File: src/rtl/cjtag_pkg.sv
// rtl/cjtag_pkg.sv - shared types and constants for the cJTAG host sequencer
package cjtag_pkg;

    typedef enum logic [1:0] {
        OP_RESET_ESC = 2'd0,
        OP_ACTIVATE  = 2'd1,
        OP_SCAN      = 2'd2,
        OP_DESELECT  = 2'd3
    } cjtag_op_e;

    typedef enum logic [3:0] {
        ST_IDLE,
        ST_ESC_RISE,
        ST_ESC_TOGGLE,
        ST_ESC_FALL,
        ST_ACT_SHIFT,
        ST_SCAN_TDI,
        ST_SCAN_TMS,
        ST_SCAN_TDO,
        ST_RESP
    } cjtag_state_e;

    localparam logic [3:0] OAC = 4'hC;
    localparam logic [3:0] EC  = 4'h8;
    localparam logic [3:0] CP  = 4'h0;

    // Shifted out LSB first: OAC, then EC, then CP.
    localparam logic [11:0] ACT_SEQ = {CP, EC, OAC};

    localparam int CLK_DIV_DEF    = 4;
    localparam int ESC_RESET_DEF  = 10;
    localparam int ESC_SELECT_DEF = 6;
    localparam int ESC_DESEL_DEF  = 4;

endpackage

File: src/rtl/cjtag_tick_gen.sv
// rtl/cjtag_tick_gen.sv - divider producing one tick every CLK_DIV clocks
module cjtag_tick_gen #(
    parameter int CLK_DIV = 4
) (
    input  logic clk_i,
    input  logic nrst_i,
    input  logic clr_i,
    output logic tick_o
);

    localparam int W = (CLK_DIV > 2) ? $clog2(CLK_DIV) : 1;

    logic [W-1:0] cnt_q;
    logic         wrap;

    assign wrap   = (cnt_q == W'(CLK_DIV - 1));
    assign tick_o = wrap && !clr_i;

    always_ff @(posedge clk_i or negedge nrst_i) begin
        if (!nrst_i) begin
            cnt_q <= '0;
        end else if (clr_i || wrap) begin
            cnt_q <= '0;
        end else begin
            cnt_q <= cnt_q + W'(1);
        end
    end

endmodule

File: src/rtl/cjtag_host_seq.sv
// rtl/cjtag_host_seq.sv - host-side cJTAG sequencer: escapes, OScan1 activation, 3-slot scans
module cjtag_host_seq
    import cjtag_pkg::*;
#(
    parameter int CLK_DIV    = CLK_DIV_DEF,
    parameter int ESC_RESET  = ESC_RESET_DEF,
    parameter int ESC_SELECT = ESC_SELECT_DEF,
    parameter int ESC_DESEL  = ESC_DESEL_DEF
) (
    input  logic       clk_i,
    input  logic       nrst_i,
    input  logic       cmd_valid_i,
    output logic       cmd_ready_o,
    input  logic [1:0] cmd_op_i,
    input  logic       cmd_tms_i,
    input  logic       cmd_tdi_i,
    output logic       rsp_valid_o,
    output logic       rsp_tdo_o,
    output logic       tckc_o,
    output logic       tmsc_o,
    output logic       tmsc_oen_o,
    input  logic       tmsc_i,
    output logic       busy_o
);

    localparam int CW = $clog2(ESC_RESET + 1);

    cjtag_state_e  state_q;
    cjtag_op_e     op_q;
    logic          tms_q;
    logic [CW-1:0] cnt_q;
    logic [11:0]   sr_q;
    logic          ph_q;
    logic          tckc_q;
    logic          tmsc_q;
    logic          oen_q;
    logic          rsp_valid_q;
    logic          rsp_tdo_q;
    logic          ready_q;
    logic          tick;
    logic          accept;
    logic [CW-1:0] esc_last;

    assign accept = cmd_valid_i && ready_q;

    cjtag_tick_gen #(.CLK_DIV(CLK_DIV)) u_tick (
        .clk_i  (clk_i),
        .nrst_i (nrst_i),
        .clr_i  (accept),
        .tick_o (tick)
    );

    always_comb begin
        esc_last = CW'(ESC_DESEL - 1);
        case (op_q)
            OP_RESET_ESC: esc_last = CW'(ESC_RESET - 1);
            OP_ACTIVATE:  esc_last = CW'(ESC_SELECT - 1);
            default:      esc_last = CW'(ESC_DESEL - 1);
        endcase
    end

    // ph_q selects which half of a TCKC period the next tick produces (0 = rise).
    always_ff @(posedge clk_i or negedge nrst_i) begin
        if (!nrst_i) begin
            state_q     <= ST_IDLE;
            op_q        <= OP_RESET_ESC;
            tms_q       <= 1'b0;
            cnt_q       <= '0;
            sr_q        <= '0;
            ph_q        <= 1'b0;
            tckc_q      <= 1'b0;
            tmsc_q      <= 1'b1;
            oen_q       <= 1'b0;
            rsp_valid_q <= 1'b0;
            rsp_tdo_q   <= 1'b0;
            ready_q     <= 1'b1;
        end else begin
            rsp_valid_q <= 1'b0;
            case (state_q)
                ST_IDLE: begin
                    if (accept) begin
                        op_q      <= cjtag_op_e'(cmd_op_i);
                        tms_q     <= cmd_tms_i;
                        cnt_q     <= '0;
                        sr_q      <= ACT_SEQ;
                        ph_q      <= 1'b0;
                        rsp_tdo_q <= 1'b0;
                        ready_q   <= 1'b0;
                        if (cjtag_op_e'(cmd_op_i) == OP_SCAN) begin
                            tmsc_q  <= ~cmd_tdi_i;
                            state_q <= ST_SCAN_TDI;
                        end else begin
                            state_q <= ST_ESC_RISE;
                        end
                    end
                end
                ST_ESC_RISE: if (tick) begin
                    tckc_q  <= 1'b1;
                    state_q <= ST_ESC_TOGGLE;
                end
                ST_ESC_TOGGLE: if (tick) begin
                    tmsc_q <= ~tmsc_q;
                    cnt_q  <= cnt_q + CW'(1);
                    if (cnt_q == esc_last) begin
                        cnt_q   <= '0;
                        state_q <= ST_ESC_FALL;
                    end
                end
                ST_ESC_FALL: if (tick) begin
                    if (!ph_q) begin
                        tckc_q <= 1'b0;
                        ph_q   <= 1'b1;
                    end else begin
                        ph_q <= 1'b0;
                        // Activation presents its first bit here instead of idling at 1.
                        if (op_q == OP_ACTIVATE) begin
                            tmsc_q  <= sr_q[0];
                            state_q <= ST_ACT_SHIFT;
                        end else begin
                            tmsc_q      <= 1'b1;
                            rsp_valid_q <= 1'b1;
                            state_q     <= ST_RESP;
                        end
                    end
                end
                ST_ACT_SHIFT: if (tick) begin
                    if (!ph_q) begin
                        tckc_q <= 1'b1;
                        ph_q   <= 1'b1;
                    end else begin
                        tckc_q <= 1'b0;
                        ph_q   <= 1'b0;
                        sr_q   <= sr_q >> 1;
                        cnt_q  <= cnt_q + CW'(1);
                        if (cnt_q == CW'(11)) begin
                            tmsc_q      <= 1'b1;
                            rsp_valid_q <= 1'b1;
                            state_q     <= ST_RESP;
                        end else begin
                            tmsc_q <= sr_q[1];
                        end
                    end
                end
                ST_SCAN_TDI: if (tick) begin
                    if (!ph_q) begin
                        tckc_q <= 1'b1;
                        ph_q   <= 1'b1;
                    end else begin
                        tckc_q  <= 1'b0;
                        ph_q    <= 1'b0;
                        tmsc_q  <= tms_q;
                        state_q <= ST_SCAN_TMS;
                    end
                end
                ST_SCAN_TMS: if (tick) begin
                    if (!ph_q) begin
                        tckc_q <= 1'b1;
                        ph_q   <= 1'b1;
                    end else begin
                        tckc_q  <= 1'b0;
                        ph_q    <= 1'b0;
                        oen_q   <= 1'b1;
                        state_q <= ST_SCAN_TDO;
                    end
                end
                ST_SCAN_TDO: if (tick) begin
                    if (!ph_q) begin
                        tckc_q    <= 1'b1;
                        ph_q      <= 1'b1;
                        rsp_tdo_q <= tmsc_i;
                    end else begin
                        tckc_q      <= 1'b0;
                        ph_q        <= 1'b0;
                        oen_q       <= 1'b0;
                        tmsc_q      <= 1'b1;
                        rsp_valid_q <= 1'b1;
                        state_q     <= ST_RESP;
                    end
                end
                ST_RESP: begin
                    ready_q <= 1'b1;
                    state_q <= ST_IDLE;
                end
                default: begin
                    ready_q <= 1'b1;
                    state_q <= ST_IDLE;
                end
            endcase
        end
    end

    assign cmd_ready_o = ready_q;
    assign busy_o      = ~ready_q;
    assign rsp_valid_o = rsp_valid_q;
    assign rsp_tdo_o   = rsp_tdo_q;
    assign tckc_o      = tckc_q;
    assign tmsc_o      = tmsc_q;
    assign tmsc_oen_o  = oen_q;

endmodule

File: config.mk
export PLATFORM = sky130hd
export DESIGN_NAME = cjtag_host_seq
export DESIGN_NICKNAME = d
export VERILOG_FILES = /design/src/rtl/cjtag_pkg.sv /design/src/rtl/cjtag_tick_gen.sv /design/src/rtl/cjtag_host_seq.sv
export SDC_FILE = /design/constraint.sdc
export NUM_CORES = 1
export LEC_CHECK = 0
export CORE_UTILIZATION = 50
export CTS_BUF_LIST = sky130_fd_sc_hd__clkbuf_4
export DETAILED_ROUTE_END_ITERATION = 8
export PLACE_DENSITY = 0.75
export SLEW_MARGIN = 15
export SYNTH_ARGS = -nofsm -noshare
export SYNTH_HDL_FRONTEND = slang
export SYNTH_SLANG_ARGS = --single-unit
File: constraint.sdc
create_clock -name clk_i -period 2.7 [get_ports clk_i]
set_input_delay 0.405 -clock clk_i [delete_from_list [all_inputs] [get_ports clk_i]]
set_output_delay 0.405 -clock clk_i [all_outputs]
set_load 0.005 [all_outputs]
==> results of run 1 <==
per-stage QoR:
stage / util / std cells / setup slack, ps / instance area, um2
final: 0.6246 / 213 / 486.3 / 1782
after CTS: 0.6246 / 213 / 502.3 / 1782
after global routing: 0.6246 / 213 / 375.9 / 1782
after detailed placement: 0.6061 / 209 / 439.9 / 1729
after global placement: 0.6061 / 209 / 500.1 / 1729
after floorplan: - / 168 / 745.7 / 1553
synth_stat cells, drive strengths merged (4+ instances only):
| library cell | number | area [um2] |
|---|---|---|
| nor2b | 5 | 31.28 |
| a22o | 6 | 52.55 |
| nand3 | 8 | 40.04 |
| nand2 | 25 | 93.84 |
| nor4 | 6 | 37.54 |
| inv | 8 | 30.03 |
| a21oi | 6 | 30.03 |
| nor3 | 4 | 25.02 |
| o21ai | 9 | 45.04 |
| dfrtp | 26 | 650.6 |
| nor2 | 8 | 32.54 |
| o211ai | 4 | 35.03 |
| clkbuf | 6 | 22.52 |
layer usage:
metal	up-vias	track usage
li1	645	-
met1	623	0.3048
met4	0	0.08844
met2	62	0.3538
met5	-	0
met3	5	0.02679
worst min-delay path by stage:
| stage | start | end | slack [ps] | cells past startpoint |
|---|---|---|---|---|
| after floorplan | nrst_i | cnt_q[0]$_DFFE_PN0P_ | 110 | 0 |
| after global placement | u_tick.cnt_q[0]$_DFF_PN0_ | u_tick.cnt_q[0]$_DFF_PN0_ | 430 | 1 |
| after detailed placement | u_tick.cnt_q[0]$_DFF_PN0_ | u_tick.cnt_q[0]$_DFF_PN0_ | 470 | 1 |
| after CTS | nrst_i | tckc_o$_DFFE_PN0P_ | 430 | 2 |
| after global routing | nrst_i | u_tick.cnt_q[1]$_DFF_PN0_ | 470 | 2 |
| final | nrst_i | state_q[2]$_DFFE_PN0P_ | 420 | 2 |
state kept, by name, indices dropped and copies added (netlist names):
register / flops
u_tick.cnt_q: 2
sr_q: 8
rsp_valid_o: 1
cnt_q: 4
op_q: 2
tmsc_o: 1
tckc_o: 1
cmd_ready_o: 1
tms_q: 1
rsp_tdo_o: 1
state_q: 4
tmsc_oen_o: 1
ph_q: 1
cell type report:
class	instances	area, um2
Clock buffer	3	22.52
Tap cell	31	38.79
Fill cell	251	1071
Inverter	8	30.03
Timing Repair Buffer	18	170.2
Clock inverter	1	30.03
Multi-Input combinational cell	124	787.0
Sequential cell	28	703.2
where the power goes:
group / internal, mW / switching, mW
registers: 0.420 / 0
clock network: 0.150 / 0.126
logic: 0.0101 / 0.0101
kinds of logic (layout without fill, tap and decap cells):
kind of cell / Yosys count / count (layout) / share of synthesized area
DFF: 28 / 28 / 0.4529
AOI/OAI and AO/OA: 41 / 41 / 0.1926
xor gates and xnor gates: 1 / 1 / 0.005642
adders and majority gates: 2 / 2 / 0.01611
muxes: 3 / 3 / 0.02256
buffers and inverters: 16 / 30 / 0.04029
and+or+nand+nor: 77 / 77 / 0.2700
==> out/metrics.yaml, run 1 <==
setup_viol: 0
vias: 1335
path_cells: "or4b_1 > a31oi_1 > nor3b_2 > o211ai_2 > mux2_4"
initial_utilization: 0.5443
layout_commonest_cell: "dfrtp_1"
cts_max_level: 1
worstSetupStartpoint: "state_q[1]$_DFFE_PN0P_"
cts_buffers: 3
total_power_mw: 0.7161
worst_slew_pin_slew_ps: 651.4
r2r_setup_slack_ps: 490
critPathLaunchType: "flop"
p_per_area_nw_per_um2: 401.9
endpoint_kind: "flop"
clk_path_buf_depth: 2
ys_types: 46
drt-met1-wl_um: 1491
final_max_slew_viol_count: 0
crit_type: "reg -> reg"
fin_skew_ps: 2.290
avgSynthCellArea_um2: 9.242
ys_async_sr_fraction: 1.000
routed_wirelength_um: 3359
area_delta_synth_final_pct: 14.75
grt_pass1_wl_um: 5616
cts_resized: 0
gp_congestion: 0.8929
seq_area_frac_synth: 0.4529
mostFrequentLayoutCells: "26 x dfrtp_1, 25 x nand2_1, 14 x clkdlybuf4s50_1"
cp_max_fo: 18
ys_ff_latch: 28
clkTransAtPathRegs_ps: 150
critPathSlowestCell: "or4b_1"
cts_root_buffer: "clkbuf_4"
cp.arrival_ps: 2460
clock-sinks: 28
dr.max_layer_used: "met4"
synthFlopType: "dfrtp_1"
antenna_found_initial: 0
track_usage: 0.2199
r2r-start: "state_q[1]$_DFFE_PN0P_"
met2_wirelength_um: 1580
die-area_um2: 3332
io_buffers: 14
worst_r2r_endpoint: "state_q[2]$_DFFE_PN0P_"
die_y_um: 57.73
cp.depth: 5
nNetsFinal: 193
tns_ps: 0
drc: 2
cts_setup_buffers: 0
grt_max_degree: 29
syn_area_um2: 1553
fp-row-count: 19
holdCritPathClass: "in -> async"
cts_tree: "built"
route.met3.wl_um: 238
n_antenna_cell: 0
period_share: 0.8199
grt_overflow_total: 0
grt_pass1_vias: 1222
slew_headroom: 0.5657
hold_buffers: 0
slowest_delay_ps: 650
ios: 15
final_layout_size_suffix_gt1_frac: 0.09341
path_delay_family: "simple AND/OR/NAND/NOR gates"
die_x_um: 57.73
syn-num-nets: 178
syn_inst: 168
path_buf_inv: 0
wl_per_cell_um: 15.77
required_ps: 2940
status: "finished, violations left"
dp_hpwl_um: 2496
ant_nets: 0
drv_cap: 0
cp-endpoint: "state_q[2]$_DFFE_PN0P_"
finalHoldViolations: 0
rr_worst_depth: 5
yosysWarnings: 0
via_per_inst: 6.268
core_um2: 2853
clkLatencyLatePin_ps: 330
violations: "design-rule violations"
drtIter0Drc: 78
synth_edf_count: 0
rsz0062_at_grt: "no"
first_pass_iters: 7
fmax_mhz: 451.7
leakagePower_nw: 0.7577
vdd_drop_max_uv: 228.1
hold_slack_ps: 423.6
finalCriticalPeriod_ps: 2214
Power figures use the tool's default switching activity.
==> run 2: changes to the inputs <==
Clock period 2.7 ns to 2.1 ns, I/O delays scaled along.
==> out/metrics.yaml, run 2 (synthesis results as in run 1) <==
cts_root_buffer: "clkbuf_4"
mostFrequentLayoutCells: "25 x nand2_1, 25 x dfrtp_1, 19 x buf_4"
dp_hpwl_um: 2777
cp.arrival_ps: 2270
endpoint_kind: "flop"
core_um2: 2853
grt_max_degree: 29
rsz0062_at_grt: "no"
drc: 2
hold_slack_ps: 334.5
met3_usage: 0.02902
grt_pass1_wl_um: 6127
fp-row-count: 19
holdCritPathClass: "in -> async"
grt_pass1_vias: 1339
drv_cap: 0
tns_ps: 0
p_per_area_nw_per_um2: 485.9
wl_per_cell_um: 15.93
ant_nets: 0
ios: 15
final_max_slew_viol_count: 0
final_layout_size_suffix_gt1_frac: 0.1726
slew_headroom: 0.7059
grtUsageMet1: 0.3324
die-area_um2: 3332
grt_overflow_total: 0
period_share: 0.9670
fmax_mhz: 492.4
gp_congestion: 0.9043
cts_buffers: 3
n_antenna_cell: 0
setup_viol: 0
hold_buffers: 0
vdd_drop_max_uv: 334.1
track_usage: 0.2398
area_delta_synth_final_pct: 22.48
cts_tree: "built"
routed_wirelength_um: 3631
violations: "design-rule violations"
reg_top3: "sr_q x8, cnt_q x4, state_q x4"
first_pass_iters: 6
grtUsageMet2: 0.3920
vias: 1384
die_x_um: 57.73
clk_path_buf_depth: 2
initial_utilization: 0.5443
cts_max_level: 1
fin_skew_ps: 6.999
worst_slew_pin_slew_ps: 437.2
cp_max_fo: 6
finalHoldViolations: 0
clkTransAtPathRegs_ps: 160
status: "finished, violations left"
largest_register_ffs: 8
io_buffers: 14
critPathLaunchType: "flop"
required_ps: 2340
total_power_mw: 0.9242
drtIter0Drc: 72
finalCriticalPeriod_ps: 2031
antenna_found_initial: 0
fill_cells: 239
nNetsFinal: 208
leakagePower_nw: 0.8312
crit_type: "reg -> reg"
largest-register: "sr_q"
grt.busiest_layer: "met2"
clock-sinks: 28
clkLatencyLatePin_ps: 340
via_per_inst: 6.070
die_y_um: 57.73
[run 2: final timing paths]
| path | from | endpoint | slack (ps) | cells past startpoint |
|---|---|---|---|---|
| worst max-delay path | cnt_q[2]$_DFFE_PN0P_ | state_q[2]$_DFFE_PN0P_ | 70 | 5 |
| worst min-delay path | nrst_i | tckc_o$_DFFE_PN0P_ | 330 | 2 |
| worst max register to register | cnt_q[2]$_DFFE_PN0P_ | state_q[2]$_DFFE_PN0P_ | 70 | 5 |
| worst min register to register | u_tick.cnt_q[0]$_DFF_PN0_ | u_tick.cnt_q[0]$_DFF_PN0_ | 470 | 1 |
| max in group asynchronous | nrst_i | tmsc_o$_DFFE_PN1P_ | 1460 | 2 |
| min in group clk_i | u_tick.cnt_q[0]$_DFF_PN0_ | u_tick.cnt_q[0]$_DFF_PN0_ | 470 | 1 |
[run 2: metrics by stage]
stage	area [um2]	cells	worst slack (ps)	utilization
3_3_place_gp	1842	224	101.8	0.6456
5_1_grt	1902	228	19.77	0.6667
6_report	1902	228	69.28	0.6667
4_1_cts	1894	228	93.52	0.6640
2_1_floorplan	1553	168	145.7	-
3_5_place_dp	1842	224	29.39	0.6456
[run 2: what timing repair did]
item	CTS	global route
gates resized for setup	0	2
setup buffers	0	0
endpoints found under the setup margin	0	1
[run 2: final cells by class]
class / instances / area, um2 / share of cell area
multi-input combinational: 124 / 793.3 / 0.4171
sequential: 28 / 704.4 / 0.3704
timing repair buffer: 33 / 282.8 / 0.1487
tap: 31 / 38.79 / 0.02039
clock inverter: 1 / 30.03 / 0.01579
inverter: 8 / 30.03 / 0.01579
clock buffer: 3 / 22.52 / 0.01184
[run 2: worst max-delay path, cell delays in order (launching register included)]
cell and delay, ps:
dfrtp_1 470, or3b_1 390, a2111oi_2 460, or4_1 200
o211ai_2 110, mux2_4 320
[run 2: report_power, final]
| part | switching (mW) | internal (mW) |
|---|---|---|
| Sequential | 0 | 0.540 |
| Clock | 0.165 | 0.193 |
| Combinational | 0.0133 | 0.0129 |
[run 2: metal layers]
| layer | share of wire | vias to the layer above | wire, um |
|---|---|---|---|
| met5 | 0 | - | 0 |
| met4 | 0.012 | 0 | 42 |
| met3 | 0.037 | 5 | 133 |
| met2 | 0.48 | 38 | 1758 |
| met1 | 0.47 | 664 | 1696 |
| li1 | - | 677 | - |
